==> src/rtl/fifo_disp_pkg.sv <==
// ---------------------------------------------------------------------------
// fifo_disp_pkg
// Shared definitions for the FIFO lane dispatcher slice.
//   state_t : dispatcher FSM encoding (IDLE waits for a set, SEND emits beats)
//   clog2   : ceiling log2 with a floor of 1, used to size lane indices
// ---------------------------------------------------------------------------
package fifo_disp_pkg;

  typedef enum logic {
    ST_IDLE = 1'b0,
    ST_SEND = 1'b1
  } state_t;

  // A single-lane configuration still needs a 1-bit index port.
  function automatic int clog2(input int n);
    int r;
    r = 0;
    while ((1 << r) < n) r++;
    return (r < 1) ? 1 : r;
  endfunction

endpackage

==> src/rtl/fifo_lane_dispatcher_enc.sv <==
// ---------------------------------------------------------------------------
// lane_prio_enc
// Lowest-index-first priority encoder over the pending lane mask.
//   i_pend   : pending lane mask
//   o_idx    : index of the lowest set bit (0 when i_pend is zero)
//   o_onehot : one-hot of the lowest set bit (zero when i_pend is zero)
//   o_single : exactly one bit of i_pend is set
// ---------------------------------------------------------------------------
module lane_prio_enc
  import fifo_disp_pkg::*;
#(
  parameter int N     = 8,
  parameter int IDX_W = clog2(N)
) (
  input  logic [N-1:0]     i_pend,
  output logic [IDX_W-1:0] o_idx,
  output logic [N-1:0]     o_onehot,
  output logic             o_single
);

  // Scanning downward lets the lowest set bit win the last assignment.
  // The two's-complement trick isolates that same bit for clearing,
  // and x & (x-1) strips it to test for a lone remaining bit.
  always_comb begin
    o_idx = '0;
    for (int k = N - 1; k >= 0; k--) begin
      if (i_pend[k]) o_idx = IDX_W'(k);
    end
    o_onehot = i_pend & (~i_pend + N'(1));
    o_single = (i_pend != '0) && ((i_pend & (i_pend - N'(1))) == '0);
  end

endmodule

==> src/rtl/fifo_lane_dispatcher.sv <==
// ---------------------------------------------------------------------------
// fifo_lane_dispatcher
// Read-side scheduler for the 1:N set FIFO wrapper (read clock domain).
// Pops one wide set from the wrapper's FWFT port, captures it, and
// serializes its enabled lanes lowest index first onto a valid/ready
// lane channel. The next pop overlaps the final beat to avoid bubbles.
//   i_clk, i_rst      : read clock, synchronous active-high reset
//   i_flush           : abandon the current set, return to IDLE
//   i_lane_mask       : lane enables, sampled only when a set is captured
//   i_set_empty       : wrapper empty flag (low = held set valid)
//   i_set_data        : wrapper set data, lane k at [k*LANE_W +: LANE_W]
//   o_set_pop         : wrapper read enable, one cycle per captured set
//   o_lane_valid/i_lane_ready/o_lane_data/o_lane_idx/o_lane_last : beat channel
//   o_busy            : FSM is in SEND
//   o_set_count       : sets popped (wraps)
//   o_drop_count      : sets popped with an all-zero mask (wraps)
// ---------------------------------------------------------------------------
module fifo_lane_dispatcher
  import fifo_disp_pkg::*;
#(
  parameter int N      = 8,
  parameter int LANE_W = 8,
  parameter int IDX_W  = clog2(N),
  parameter int CNT_W  = 16
) (
  input  logic                  i_clk,
  input  logic                  i_rst,
  input  logic                  i_flush,
  input  logic [N-1:0]          i_lane_mask,
  input  logic                  i_set_empty,
  input  logic [N*LANE_W-1:0]   i_set_data,
  output logic                  o_set_pop,
  output logic                  o_lane_valid,
  input  logic                  i_lane_ready,
  output logic [LANE_W-1:0]     o_lane_data,
  output logic [IDX_W-1:0]      o_lane_idx,
  output logic                  o_lane_last,
  output logic                  o_busy,
  output logic [CNT_W-1:0]      o_set_count,
  output logic [CNT_W-1:0]      o_drop_count
);

  state_t                r_state, w_state_next;
  logic [N*LANE_W-1:0]   r_word, w_word_next;
  logic [N-1:0]          r_pend, w_pend_next;
  logic [CNT_W-1:0]      r_set_count, w_set_count_next;
  logic [CNT_W-1:0]      r_drop_count, w_drop_count_next;

  logic [IDX_W-1:0]      w_idx;
  logic [N-1:0]          w_onehot;
  logic                  w_single;
  logic                  w_send;
  logic                  w_hs;
  logic                  w_cap;

  lane_prio_enc #(
    .N     (N),
    .IDX_W (IDX_W)
  ) u_enc (
    .i_pend   (r_pend),
    .o_idx    (w_idx),
    .o_onehot (w_onehot),
    .o_single (w_single)
  );

  // In SEND the pending mask is never zero, so w_single doubles as the
  // "current beat is last" flag. A capture happens from IDLE, or on the
  // handshake of the last beat so the next set streams without a gap.
  assign w_send = (r_state == ST_SEND);
  assign w_hs   = w_send && i_lane_ready;
  assign w_cap  = !i_set_empty && (!w_send || (w_hs && w_single))
                  && !i_flush && !i_rst;

  // Next-state logic: flush beats capture, capture beats a plain beat
  // retire. A zero mask is counted as a drop and never enters SEND.
  always_comb begin
    w_state_next      = r_state;
    w_word_next       = r_word;
    w_pend_next       = r_pend;
    w_set_count_next  = r_set_count;
    w_drop_count_next = r_drop_count;
    if (i_flush) begin
      w_state_next = ST_IDLE;
      w_pend_next  = '0;
    end else if (w_cap) begin
      w_word_next      = i_set_data;
      w_pend_next      = i_lane_mask;
      w_set_count_next = r_set_count + CNT_W'(1);
      if (i_lane_mask == '0) begin
        w_drop_count_next = r_drop_count + CNT_W'(1);
        w_state_next      = ST_IDLE;
      end else begin
        w_state_next = ST_SEND;
      end
    end else if (w_hs) begin
      w_pend_next = r_pend & ~w_onehot;
      if (w_single) w_state_next = ST_IDLE;
    end
  end

  // State and datapath registers with synchronous reset.
  always_ff @(posedge i_clk) begin
    if (i_rst) begin
      r_state      <= ST_IDLE;
      r_word       <= '0;
      r_pend       <= '0;
      r_set_count  <= '0;
      r_drop_count <= '0;
    end else begin
      r_state      <= w_state_next;
      r_word       <= w_word_next;
      r_pend       <= w_pend_next;
      r_set_count  <= w_set_count_next;
      r_drop_count <= w_drop_count_next;
    end
  end

  // Beat outputs derive from registered state only, so they are stable
  // under backpressure and all zero after reset (pend and word cleared).
  assign o_set_pop    = w_cap;
  assign o_lane_valid = w_send;
  assign o_busy       = w_send;
  assign o_lane_data  = r_word[w_idx*LANE_W +: LANE_W];
  assign o_lane_idx   = w_idx;
  assign o_lane_last  = w_single;
  assign o_set_count  = r_set_count;
  assign o_drop_count = r_drop_count;

endmodule

==> config.mk <==
export PLATFORM = sky130hd
export DESIGN_NAME = fifo_lane_dispatcher
export DESIGN_NICKNAME = d
export VERILOG_FILES = /design/src/rtl/fifo_disp_pkg.sv /design/src/rtl/fifo_lane_dispatcher_enc.sv /design/src/rtl/fifo_lane_dispatcher.sv
export SDC_FILE = /design/constraint.sdc
export NUM_CORES = 1
export LEC_CHECK = 0
export ABC_AREA = 1
export CORE_ASPECT_RATIO = 1.1
export CORE_MARGIN = 2
export CORE_UTILIZATION = 50
export CTS_BUF_LIST = sky130_fd_sc_hd__clkbuf_4
export DETAILED_ROUTE_END_ITERATION = 16
export PLACE_DENSITY = 0.76
export SYNTH_ARGS = -nofsm -noshare
export SYNTH_HDL_FRONTEND = slang
export SYNTH_SLANG_ARGS = --single-unit
==> constraint.sdc <==
create_clock -name i_clk -period 3.5 [get_ports i_clk]
set_input_delay 1.05 -clock i_clk [delete_from_list [all_inputs] [get_ports i_clk]]
set_output_delay 1.05 -clock i_clk [all_outputs]
set_load 0.03 [all_outputs]
# Word-level counts from Yosys, hierarchy flattened
# Index checks and enable logic that the tools add are counted.
[totals]
register_bits = 105
inputBits = 77
out_inout_bits = 47
elab_cells = 50
[classes]
n_addsub = 4
n_shift = 1
mux = 14
n_bitwise = 6
reduce_logical = 20
[op_table]
columns = ["operator", "n"]
rows = [
  ["indexed part select 64 x 7 -> 8 bit", 1],
  ["adder 16 x 1 -> 16 bit, second input constant", 2],
  ["bitwise AND 8 bit", 3],
  ["2-to-1 mux 3 bit", 8],
  ["logical NOT 8 bit", 2],
  ["2-to-1 mux 8 bit", 2],
  ["inverter 8 bit", 2],
  ["adder 8 x 1 -> 8 bit, second input constant", 1],
  ["nonzero test 8 bit", 1],
  ["subtractor 8 x 1 -> 8 bit, second input constant", 1],
  ["logical AND 1 bit", 6],
  ["logical NOT 1 bit", 4],
  ["2-to-1 mux 1 bit", 4],
  ["AND reduction 2 bit", 2],
  ["nonzero test 2 bit", 2],
  ["AND reduction 3 bit", 1],
  ["OR reduction 2 bit", 1],
  ["logical OR 1 bit", 1],
  ["inverter 1 bit", 1],
]

# Logic depth before layout (Yosys ltp)
[depth]
depth_word = 11
mapped_depth = 14
mapped_depth_nobuf = 13

# Modules after synthesis
# Synthesis repeated with hierarchy kept, for this count alone.
[unflattened]
hier_cells = 747
hier_area_um2 = 5021.1
[by_module_without_submodules]
columns = ["mod", "instances", "cells_each", "area_per_inst_um2", "seq_area_each_um2"]
rows = [
  ["fifo_lane_dispatcher", 1, 700, 4795.8, 2102.0],
  ["lane_prio_enc", 1, 47, 225.2, 0.0],
]

# Worst setup path after synthesis
# Ideal clock, no wire load.
[synth_timing]
path_kind = "input to output"
startpoint = "in i_flush"
endpoint = "out o_set_pop"
arrival_time_ns = 2.152
required_ns = 2.450
path_slack_ns = 0.298
stages = 7
n_path_buf = 2
path_cell_list = "nor2_1 > inv_1 > nor2_1 > nand2_1 > buf_6 > clkinv_2 > buf_4"
[synth_via]
elab_chain_cells = 3
[synth_lines]
columns = ["element", "line_no", "rtl"]
rows = [
  ["start, declared", "fifo_lane_dispatcher.sv:28", "input logic i_flush,"],
  ["logical NOT 1 bit", "fifo_lane_dispatcher.sv:72", "&& !i_flush && !i_rst;"],
  ["logical AND 1 bit (2 in a row)", "fifo_lane_dispatcher.sv:72", ""],
  ["end, declared", "fifo_lane_dispatcher.sv:32", "output logic o_set_pop,"],
]
# No other way between the ends.

# Worst setup path after layout
[layout_timing]
startpoint = "reg r_pend[0]"
endpoint = "out o_lane_last"
[layout_via]
elab_chain_cells = 4
word_cells_on_any_way = 5
classes_between = "1 x add/sub; 1 x bitwise; 3 x reduce/logical"
[layout_lines]
columns = ["element", "line_no", "rtl"]
rows = [
  ["start, declared", "fifo_lane_dispatcher.sv:45", "logic [N-1:0] r_pend, w_pend_next;"],
  ["start signal, assigned", "fifo_lane_dispatcher.sv:112", "r_pend <= w_pend_next;"],
  ["subtractor 8 x 1 -> 8 bit", "fifo_lane_dispatcher_enc.sv:30", "o_single = (i_pend != '0) && ((i_pend & (i_pend - N'(1))) == '0);"],
  ["bitwise AND 8 bit", "fifo_lane_dispatcher_enc.sv:30", ""],
  ["logical NOT 8 bit", "fifo_lane_dispatcher_enc.sv:30", ""],
  ["logical AND 1 bit *", "fifo_lane_dispatcher_enc.sv:30", ""],
  ["end, declared", "fifo_lane_dispatcher.sv:37", "output logic o_lane_last,"],
]
# Mark *: on every way between the ends. The rest lies on a longest branch, timed or not.

==> results.tsv <==
metric	value	unit
vias per cell	5.16	
CTS buffer count	9	
top post-synthesis cells by count	228 x nand2_1, 172 x nor2_1, 105 x dfxtp_1	
P_int	1550	µW
clock network fraction of total power	24.6	%
sequential power share	57.5	%
Die W	102	µm
reg2reg setup slack	1.18	ns
nets@finish	1000	
total of max-cap violations	0	
Async S/R FF share, synth	0	%
combinational power share	17.9	%
DRT Wirelength	14200	µm
RSZ-0062 raised after global routing	false	
Synth cell types	30	
final cycle utilization of the critical path	95.8	%
dpl hpwl	9850	µm
post-CTS resize count	0	
VDD IR max	0.000183	V
worst r2r src	r_pend[0]	
flops & latches, synth	105	
Setup Fix Bufs, Post-CTS	0	
CP Launch Type	flip-flop	
Ys Warns	0	
Ports	124	
Achievable Freq	298	MHz
Worst Max-Slew Pin Slew	0.854	ns
Syn Inst Count	817	
Area Growth Syn to Fin	26.4	%
die height	112	µm
WP data required	2.45	ns
Final setup viols	0	
Min-Delay Endpoint	r_word[20]	
Leak	0.00271	µW
clock-pin slew on the worst setup and hold paths	0.15	ns
clk_lat worst skew	0.47	ns
vias in the first global route	5193	
cell taking the most area after synthesis	dfxtp_1	
total gr overflow	0	
clk root buf	clkbuf_4	
First DRT Iteration DRCs	292	
largest cells by area after synthesis	dfxtp_1 40%, nand2_1 16%, nor2_1 12%	
Port Buf Inserts	123	
grt peak-use layer	met2	
setup ws final	0.146	ns
number of synthesized flops with an enable pin	0	
Die ar.	11400	µm²
Slew HR	43.0	%
Synth Net Count	896	
met1 usage	33.5	%
Post-Syn Area	5290	µm²
status	completed	
Most used DFF post-synth	dfxtp_1	
most numerous cell in the Yosys netlist	nand2_1	
GRT Total Usage	25.4	%
setup_tns	0	ns
via count	5520	
pwr dens	328	nW/µm²
GP Congestion	0.893	
clock buffer depth	2	
Slew Limit Fails	0	
clk_skew	0.0130	ns
Worst Reg-to-Reg Cells	10	
Sw Ratio	29.4	%
Core ar.	10300	µm²
worst slack, placed	0.319	ns
hold depth	2	
sequential area share after synthesis	39.7	%
Synth top area share	39.7	%
Crit Path Class	reg -> out	
CP Data Arrival Time	2.30	ns
DRT Pass-1 Iters	5	
ANT nets after route	0	
starting density of the core	51.1	%
share of cells above drive strength 1	5.19	%
end of the worst register-to-register path	r_pend[0]	
hold path startpoint	r_word[20]	
H-tree depth	3	
row count	39	
clock sinks	105	
DRC Markers	0	
hold buffer count at CTS	0	
NetSw	644	µW
syn avg cell area	6.47	µm²
Final Hold Viols	0	
worst-path fanout max	7	
initial antenna violation count	1	
Hold Crit Class	reg -> reg	
CTS tree	yes	
Critical Path Sink Type	primary output	
routed len/inst	13.3	µm
M3 GR Usage	3.45	%
first-pass GRT wire length	23700	µm
met2 usage	41.8	%
largest net degree at the start of global routing	92	
post-route minimum period	3.35	ns
## cell type report
type / count / area [µm²]
fillers: 1000 / 3660
multi-input cells: 622 / 2800
flip-flops and latches: 105 / 2100
repair buffers: 137 / 1330
well taps: 143 / 179
inverters: 46 / 174
clock buffers: 9 / 67.6
clock inverters: 6 / 36.3
diodes: 1 / 2.50
## through the flow
stage               hold slack, ns  instances  area (µm²)  util, %  power, µW
floorplan                    0.454        817        5290        -       1510
global placement             0.462       1053        6570     63.5       1670
detailed placement           0.471       1053        6570     63.5       1680
CTS                          0.500       1068        6670     64.5       2200
global route                 0.517       1069        6690     64.7       2300
finish                       0.498       1069        6690     64.7       2190
## power by group through the flow
stage / Clock [µW] / Sequential (µW) / Combinational, µW
2_1_floorplan: 0 / 1280 / 221
3_3_place_gp: 0 / 1290 / 382
3_5_place_dp: 0 / 1290 / 388
4_1_cts: 549 / 1260 / 390
5_1_grt: 599 / 1270 / 435
6_report: 539 / 1260 / 392
## worst max-delay path, cell delays in order, from the launching register on
cell and delay, ns:
dfxtp_1 0.41, nor2_4 0.22, nand2_2 0.11, nand2_1 0.07, nand2_1 0.05, nor2_1 0.14, and3_1 0.16, clkdlybuf4s50_1 0.68
## sequential cells by signal, summed over array words and instances, names as in the netlist
name          flops
o_busy            1
o_drop_count     16
o_set_count      16
r_pend            8
r_word           64
## layout by cell type (no fill, tap or decap), types with 2 or more instances in the layout
cell,instances
xor2_1,17
clkinv_2,3
clkdlybuf4s50_1,113
nor3_1,8
ha_1,2
inv_1,44
clkinvlp_4,3
clkbuf_4,9
nand4_1,21
nor2_1,171
nor2_2,2
dfxtp_1,105
o21ai_1,37
o21ai_0,39
a21oi_1,33
nand3_1,39
nor4_1,2
o21a_1,3
nand2_1,227
buf_4,22
nand2_2,3
xnor2_1,11
## worst max path at each step
stage                    from             end  cells past startpoint
floorplan             i_flush       o_set_pop                      7
global placement        i_rst       o_set_pop                      7
detailed placement      i_rst       o_set_pop                      7
CTS                 r_pend[6]  o_lane_data[2]                     15
global route        r_pend[4]  o_lane_data[6]                      9
finish              r_pend[0]     o_lane_last                      7
## per-layer routing
metal / vias to the layer above / routed length, µm
li1: 2806 / -
met1: 2502 / 6290
met2: 190 / 6740
met3: 22 / 880
met4: 0 / 316
met5: - / 0
## cells by family (layout without fill, tap and decap cells)
logic type                 Yosys count  after routing  synth area share, %
and+or+nand+nor                    478            478                 36.7
adders and majority gates            2              2                0.473
buffers and inverters               90            198                 7.43
AOI/OAI and AO/OA                  114            114                 11.0
xor gates and xnor gates            28             28                 4.64
other                                0              1                    0
DFF                                105            105                 39.7
No activity file was read; power rests on OpenSTA's default activity.
